### src/rtl/anatool_sar_ctrl.sv
// anatool_sar_ctrl: successive-approximation sequencer for the analog toolkit.
// Drives a trial code into the PWM compare bank, waits a programmable settle
// window per bit, samples the synchronized comparator and resolves MSB first.
// Optional feature macro: ANATOOL_SAR_MAJ_EN enables a 3-sample majority
// filter on the comparator to reject single-cycle glitches.
module anatool_sar_ctrl #(
  parameter int WIDTH    = 8,
  parameter int SETTLE_W = 16
) (
  input  logic                clk,
  input  logic                rst_n,
  input  logic                start,
  input  logic                abort,
  input  logic                cont,
  input  logic [SETTLE_W-1:0] settle,
  input  logic                comp_in,
  output logic [WIDTH-1:0]    dac_code,
  output logic                busy,
  output logic                done,
  output logic [WIDTH-1:0]    result,
  output logic                result_valid
);

  localparam int IDX_W = (WIDTH > 1) ? $clog2(WIDTH) : 1;

  typedef enum logic [1:0] {IDLE, SETTLE, DECIDE, DONE} state_t;

  state_t              state;
  state_t              state_next;
  logic [IDX_W-1:0]    bit_idx;
  logic [IDX_W-1:0]    bit_idx_next;
  logic [SETTLE_W-1:0] cnt;
  logic [SETTLE_W-1:0] cnt_next;
  logic [WIDTH-1:0]    dac_code_next;
  logic [WIDTH-1:0]    result_next;
  logic                result_valid_next;
  logic                done_next;
  logic                busy_next;
  logic                launch;
  logic                sample;

`ifdef ANATOOL_SAR_MAJ_EN
  // The vote window is the live comparator bit plus these two history flops.
  logic [1:0] hist;

  // Shift the comparator into the history every cycle, conversion or not.
  always_ff @(posedge clk or negedge rst_n) begin
    if (!rst_n) begin
      hist <= '0;
    end else begin
      hist <= {hist[0], comp_in};
    end
  end

  assign sample = (comp_in & hist[0]) | (comp_in & hist[1]) | (hist[0] & hist[1]);
`else
  assign sample = comp_in;
`endif

  // A new conversion starts from IDLE on start, or straight out of DONE in continuous mode.
  assign launch = !abort && (((state == IDLE) && start) || ((state == DONE) && cont));

  // State register.
  always_ff @(posedge clk or negedge rst_n) begin
    if (!rst_n) begin
      state <= IDLE;
    end else begin
      state <= state_next;
    end
  end

  // Next-state decision; abort wins over every other request.
  always_comb begin
    state_next = state;
    unique case (state)
      IDLE: begin
        if (start && !abort) state_next = SETTLE;
      end
      SETTLE: begin
        if (abort)            state_next = IDLE;
        else if (cnt == '0)   state_next = DECIDE;
      end
      DECIDE: begin
        if (abort)                state_next = IDLE;
        else if (bit_idx == '0)   state_next = DONE;
        else                      state_next = SETTLE;
      end
      DONE: begin
        if (cont && !abort) state_next = SETTLE;
        else                state_next = IDLE;
      end
    endcase
  end

  // Next values for the registered datapath and outputs; code edits are pure bit set/clear.
  always_comb begin
    dac_code_next     = dac_code;
    bit_idx_next      = bit_idx;
    cnt_next          = cnt;
    result_next       = result;
    result_valid_next = result_valid;
    done_next         = 1'b0;
    busy_next         = (state_next != IDLE);
    if (launch) begin
      bit_idx_next             = IDX_W'(WIDTH - 1);
      dac_code_next            = '0;
      dac_code_next[WIDTH-1]   = 1'b1;
      cnt_next                 = settle;
      result_valid_next        = 1'b0;
    end else if (!abort) begin
      case (state)
        SETTLE: begin
          if (cnt != '0) cnt_next = cnt - 1'b1;
        end
        DECIDE: begin
          dac_code_next[bit_idx] = sample;
          if (bit_idx != '0) begin
            dac_code_next[bit_idx - 1'b1] = 1'b1;
            bit_idx_next                  = bit_idx - 1'b1;
            cnt_next                      = settle;
          end else begin
            result_next       = dac_code_next;
            result_valid_next = 1'b1;
            done_next         = 1'b1;
          end
        end
        default: begin
        end
      endcase
    end
  end

  // Register every output and the search bookkeeping.
  always_ff @(posedge clk or negedge rst_n) begin
    if (!rst_n) begin
      dac_code     <= '0;
      bit_idx      <= '0;
      cnt          <= '0;
      result       <= '0;
      result_valid <= 1'b0;
      done         <= 1'b0;
      busy         <= 1'b0;
    end else begin
      dac_code     <= dac_code_next;
      bit_idx      <= bit_idx_next;
      cnt          <= cnt_next;
      result       <= result_next;
      result_valid <= result_valid_next;
      done         <= done_next;
      busy         <= busy_next;
    end
  end

endmodule

### config.mk
export PLATFORM = sky130hd
export DESIGN_NAME = anatool_sar_ctrl
export DESIGN_NICKNAME = d
export VERILOG_FILES = /design/src/rtl/anatool_sar_ctrl.sv
export SDC_FILE = /design/constraint.sdc
export NUM_CORES = 1
export LEC_CHECK = 0
export ABC_AREA = 1
export BUFFER_PORTS_ARGS = -buffer_cell sky130_fd_sc_hd__buf_2
export CAP_MARGIN = 5
export CORE_MARGIN = 5
export CORE_UTILIZATION = 35
export DETAILED_ROUTE_END_ITERATION = 7
export GPL_ROUTABILITY_DRIVEN = 0
export PLACE_DENSITY = 0.65
export SETUP_SLACK_MARGIN = 0.3
export SYNTH_ARGS = -nofsm -noshare
export SYNTH_HDL_FRONTEND = slang
export SYNTH_SLANG_ARGS = --single-unit
### constraint.sdc
create_clock -name clk -period 4.78 [get_ports clk]
set_input_delay 0.478 -clock clk [delete_from_list [all_inputs] [get_ports clk]]
set_output_delay 0.478 -clock clk [all_outputs]
set_load 0.05 [all_outputs]
# Yosys cells after proc, flatten, opt, wreduce, memory -nomap -nowiden
# Cells that the tools add are included.
# Widths: inputs -> output; s select.
dict set report word_totals {
  output_inout_bits 19
  ram_bits 0
  memories 0
  romBits 0
  wordCells 81
  ff_bits 40
  inputBits 22
  latchBits 0
}
dict set report classes {
  reduce_logical 23
  muxes 33
  div 0
  n_addsub 2
  order_cmp 4
  eq_ne 7
  mul 0
  bitwise_logic 4
  shift 0
}
# cell count
set op_table {}
lappend op_table {{$mux 16} 4}
lappend op_table {{$mux 8} 4}
lappend op_table {{$pmux 16 s2} 1}
lappend op_table {{$logic_not 16->1} 1}
lappend op_table {{$reduce_bool 16->1} 1}
lappend op_table {{$sub 16x1->16 const B} 1}
lappend op_table {{$mux 3} 4}
lappend op_table {{$mux 1} 11}
lappend op_table {{$mux 2} 5}
lappend op_table {{$bwmux 8} 1}
lappend op_table {{$lt 3x4->1 const B} 2}
lappend op_table {{$or 8x8->8} 1}
lappend op_table {{$pmux 2 s4} 1}
lappend op_table {{$reduce_and 4->1} 2}
lappend op_table {{$logic_and 1x1->1} 7}
lappend op_table {{$demux 1 s3} 2}
lappend op_table {{$ge 3x1->1 const B} 2}
lappend op_table {{$ne 3x3->1 const B} 2}
lappend op_table {{$reduce_and 3->1} 2}
lappend op_table {{$reduce_bool 2->1} 3}
lappend op_table {{$reduce_bool 3->1} 2}
lappend op_table {{$eq 2x2->1 const B} 2}
lappend op_table {{$logic_not 3->1} 1}
lappend op_table {{$not 1->1} 3}
lappend op_table {{other kinds (8)} 8}

# Depth between registers and ports, before layout
dict set report depth {
  depth_word 10
  depth_mapped 11
  mapped_depth_nobuf 11
}

# Worst setup path before layout
# Ideal clock, no wire load.
dict set report synth_timing {
  kind {register -> register}
  from {register bit_idx[0]}
  to {register result[0]}
  setup_slack_ps 3140
  setup_ps 127
  synth_period_minus_slack_ps 1640
  required_time_ps 4653
  stages_incl_launch_ff 12
  path_buffers 2
  arrival_ps 1513
  cell_sequence {dfrtp_1 buf_2 inv_1 ha_1 nand2_1 nor2_1 inv_1 nor2_4 inv_1 buf_2 nand2_1 o21ai_0}
}
dict set report synth_via {
  elab_chain_len 5
  word_cells_on_any_way 9
  cone_classes {order compare: 2; mux: 3; bitwise: 1; reduce/logical: 3}
}
# item line
set synth_lines {}
lappend synth_lines {{from (decl)} 30} ;# logic [IDX_W-1:0] bit_idx;
lappend synth_lines {{from (signal assigned)} 145} ;# bit_idx <= bit_idx_next;
lappend synth_lines {{$lt 3x4->1 (implied by the code) / $ge 3x1->1 (equally long branches)} 116} ;# dac_code_next[bit_idx] = sample;
lappend synth_lines {{$logic_and 1x1->1 (implied by the code)} 116}
lappend synth_lines {{$mux 1 (implied by the code)} 116}
lappend synth_lines {{$demux 1 s3} 116}
lappend synth_lines {{$bwmux 8} 116}
lappend synth_lines {{to (signal assigned)} 147} ;# result <= result_next;
lappend synth_lines {{to (decl)} 20} ;# output logic [WIDTH-1:0] result,
# Several ways; a longest one is shown, not always the timed one.
# A chain may end at the register's enable or synchronous reset.

# Worst setup path in the final report
dict set report layout_timing {
  from {register bit_idx[0]}
  to {register cnt[14]}
}
dict set report layout_via {
  elab_chain_len 3
}
# item line
set layout_lines {}
lappend layout_lines {{$reduce_bool 3->1} 117} ;# if (bit_idx != '0) begin
lappend layout_lines {{$ne 3x3->1 (no source line)} n/a}
lappend layout_lines {{$reduce_and 4->1 (no source line)} n/a}
lappend layout_lines {{to (signal assigned)} 146} ;# cnt <= cnt_next;
lappend layout_lines {{to (decl)} 32} ;# logic [SETTLE_W-1:0] cnt;
# Every way passes these cells.

==> impl_metrics.env <==
export IMPL_status="complete, no violations"
export IMPL_slowest_delay_ns=0.63
export IMPL_nFillCells=705
export IMPL_grt_pass1_vias=2229
export IMPL_regArea_um2=1000
export IMPL_crit_arrival_ns=2.42
export IMPL_yosys_area_top_type="dfrtp_1"
export IMPL_path_clk_slew_ns=0.09
export IMPL_worstPathMaxFanout=22
export IMPL_antenna_found_initial=0
export IMPL_seq_area_frac_synth=0.417
export IMPL_maxCapViolCount=0
export IMPL_cp_end_kind="flop"
export IMPL_switching_share=0.418
export IMPL_syn_avg_cell_area_um2=6.88
export IMPL_cts_setup_buffers=0
export IMPL_overflow=0
export IMPL_layout_drive_gt1_share=0.157
export IMPL_worst_pin_slew_ns=0.933
export IMPL_drc_errors=0
export IMPL_finalCriticalPeriod_ns=2.18
export IMPL_ios=41
export IMPL_root_buffer="clkbuf_8"
export IMPL_timing_rr_end="cnt[14]"
export IMPL_p_sw_uw=535
export IMPL_required_ns=5.02
export IMPL_grt_max_degree=41
export IMPL_drtPass1Iterations=4
export IMPL_hold_ws_ns=0.319
export IMPL_diodes=0
export IMPL_numCtsBuffers=5
export IMPL_drt_first_iter_violations=66
export IMPL_path_cells="inv_1, ha_1, nand2_1, nor2_1, inv_1, nand2_1, nor2_2, nand3_1, nand2_1"
export IMPL_ir_worst_vdd_mv=0.119
export IMPL_slew_headroom=0.378
export IMPL_cellPowerDensity_nw_per_um2=464
export IMPL_ant_nets=0
export IMPL_cpMostUsedCell="nand2_1"
export IMPL_grt_busiest_layer="met2"
export IMPL_reg2regPathDepth=9
export IMPL_num_vias=2248
export IMPL_r2r_setup_slack_ns=2.60
export IMPL_wl_per_cell_um=12.7
export IMPL_syn_inst=349
export IMPL_preCtsSetupSlack_ns=2.56
export IMPL_portBuffers=40
export IMPL_max_freq_mhz=459
export IMPL_synth_seq_cells=40
export IMPL_yosysWarnings=0
export IMPL_use_met1=0.188
export IMPL_grt_pass1_wl_mm=10.4
export IMPL_syn_nets=375
export IMPL_cts_hold_buf=0
export IMPL_gr_usage_met3=0.0398
export IMPL_synth_top_area_share=0.417
export IMPL_finalSetupViolCount=0
export IMPL_core_um2=6720
export IMPL_maxSlewViolCount=0
export IMPL_placementRows=30
export IMPL_met2_usage=0.254
export IMPL_p_int_uw=747
export IMPL_rsz0062_at_grt="false"
export IMPL_cts_sinks=40
export IMPL_combinationalPowerShare=0.398
export IMPL_drt_total_wl_mm=5.94
export IMPL_htreeDepth=2
export IMPL_postCtsResizedCells=0
export IMPL_hold_path_class="input port to async pin"
export IMPL_clockBufferDepth=2
export IMPL_tritoncts="done"
export IMPL_grt_util_all_layers=0.149
export IMPL_finalHoldViolCount=0
export IMPL_syn_area_um2=2400
export IMPL_cp_start_kind="flop"
export IMPL_clock_power_share=0.222
export IMPL_synth_cell_types=26
export IMPL_multiInputGateArea_um2=1230
export IMPL_worstSetupPathType="flop to flop"
export IMPL_finalCritPeriodShare=0.456
export IMPL_r2r_start="bit_idx[0]"
export IMPL_yosys_top_cells_area="dfrtp_1 (42%), nand2_1 (22%), nand3_1 (5.2%)"
export IMPL_hpwl_mm=4.44
export IMPL_critPathSlowestCell="nor2_2"
export IMPL_power_leakage_nw=1.48
export IMPL_fin_skew_ns=0.00949
export IMPL_area_growth_pct=15.0
export IMPL_clk_latency_ns=0.30
export IMPL_pwr_share_seq=0.380
export IMPL_nets=414
export IMPL_worst_slack_ns=2.60
export IMPL_drt_vias_per_instance=4.79
export IMPL_die_h_um=92.8
export IMPL_initial_core_util=0.358
export IMPL_fin_tns_setup_ns=0
export IMPL_dieArea_um2=8620
export IMPL_power_mw=1.28
export IMPL_die_w_um=92.8
## worst max-delay path: cells and delay by family, from the launching register on
kind	cells	cell delay (ns)
buf+inv	2	0.32
fa+ha+maj	1	0.23
simple gates	6	1.08
flops	1	0.46
## power by group through the flow
stage | clock network [mW] | registers (mW) | logic, mW
after CTS | 0.291 | 0.488 | 0.513
after detailed placement | 0 | 0.492 | 0.511
final | 0.285 | 0.488 | 0.510
after floorplan | 0 | 0.484 | 0.410
after global placement | 0 | 0.491 | 0.502
after global routing | 0.305 | 0.501 | 0.603
## cell usage in the layout, fill, tap and decap left out
cell,n
a21oi_1,12
a31oi_1,2
and2_1,1
buf_2,40
bufinv_16,1
clkbuf_8,5
clkinv_2,1
clkinvlp_4,1
dfrtp_1,40
ha_1,4
inv_1,32
inv_2,1
nand2_1,139
nand2_2,1
nand3_1,25
nand3_2,1
nand3b_1,2
nand4_1,1
nor2_1,32
nor2_2,4
nor2_4,1
o21ai_0,24
o21ai_1,6
o21ai_2,3
o31ai_1,2
or2_2,2
xnor2_1,3
xor2_1,3
## logic make-up after synthesis
family                   share of synthesized area
AO/OA/AOI/OAI                                0.110
XOR/XNOR                                    0.0219
adder cells (fa/ha/maj)                     0.0208
buffers and inverters                       0.0729
flip-flops                                   0.417
AND/OR/NAND/NOR                              0.358
## area by class of cell
class                           instances  share of cell area
Multi-Input combinational cell        268               0.444
Timing Repair Buffer                   40              0.0725
Inverter                               33              0.0448
Sequential cell                        40               0.362
Clock inverter                          3              0.0154
Tap cell                               80              0.0362
Clock buffer                            5              0.0249
## through the flow
| stage | util | area, um^2 | cells |
|---|---|---|---|
| after global placement | 0.395 | 2650 | 461 |
| final | 0.411 | 2760 | 469 |
| after global routing | 0.411 | 2760 | 469 |
| after CTS | 0.411 | 2760 | 469 |
| after floorplan | - | 2400 | 349 |
| after detailed placement | 0.395 | 2650 | 461 |
## sequential cells by signal (all words and copies together), names as in the netlist
signal	flops
done	1
bit_idx	3
busy	1
result	8
result_valid	1
state	2
dac_code	8
cnt	16
## synthesized netlist by cell type, drive strengths merged
cell and instances:
a21oi 12, a31oi 2, and2 1, buf 8, dfrtp 40, ha 4, inv 33, nand2 140
nand3 26, nand3b 2, nand4 1, nor2 37, o21ai 33, o31ai 2, or2 2, xnor2 3
xor2 3
## per-layer routing
layer  part of all wire  up-vias
met4             0.0096        0
li1                   -     1179
met5                  0        -
met1               0.45     1021
met3              0.059        5
met2               0.48       43
## how the worst max path moves through the flow
| stage | start | depth (start not counted) | slack [ns] | to |
|---|---|---|---|---|
| after floorplan | bit_idx[0] | 11 | 3.14 | result[0] |
| after global placement | bit_idx[0] | 9 | 2.66 | cnt[9] |
| after detailed placement | bit_idx[0] | 9 | 2.56 | cnt[14] |
| after CTS | bit_idx[0] | 9 | 2.54 | cnt[14] |
| after global routing | bit_idx[0] | 9 | 2.31 | cnt[14] |
| final | bit_idx[0] | 9 | 2.60 | cnt[14] |
Power figures use the tool's default switching activity.
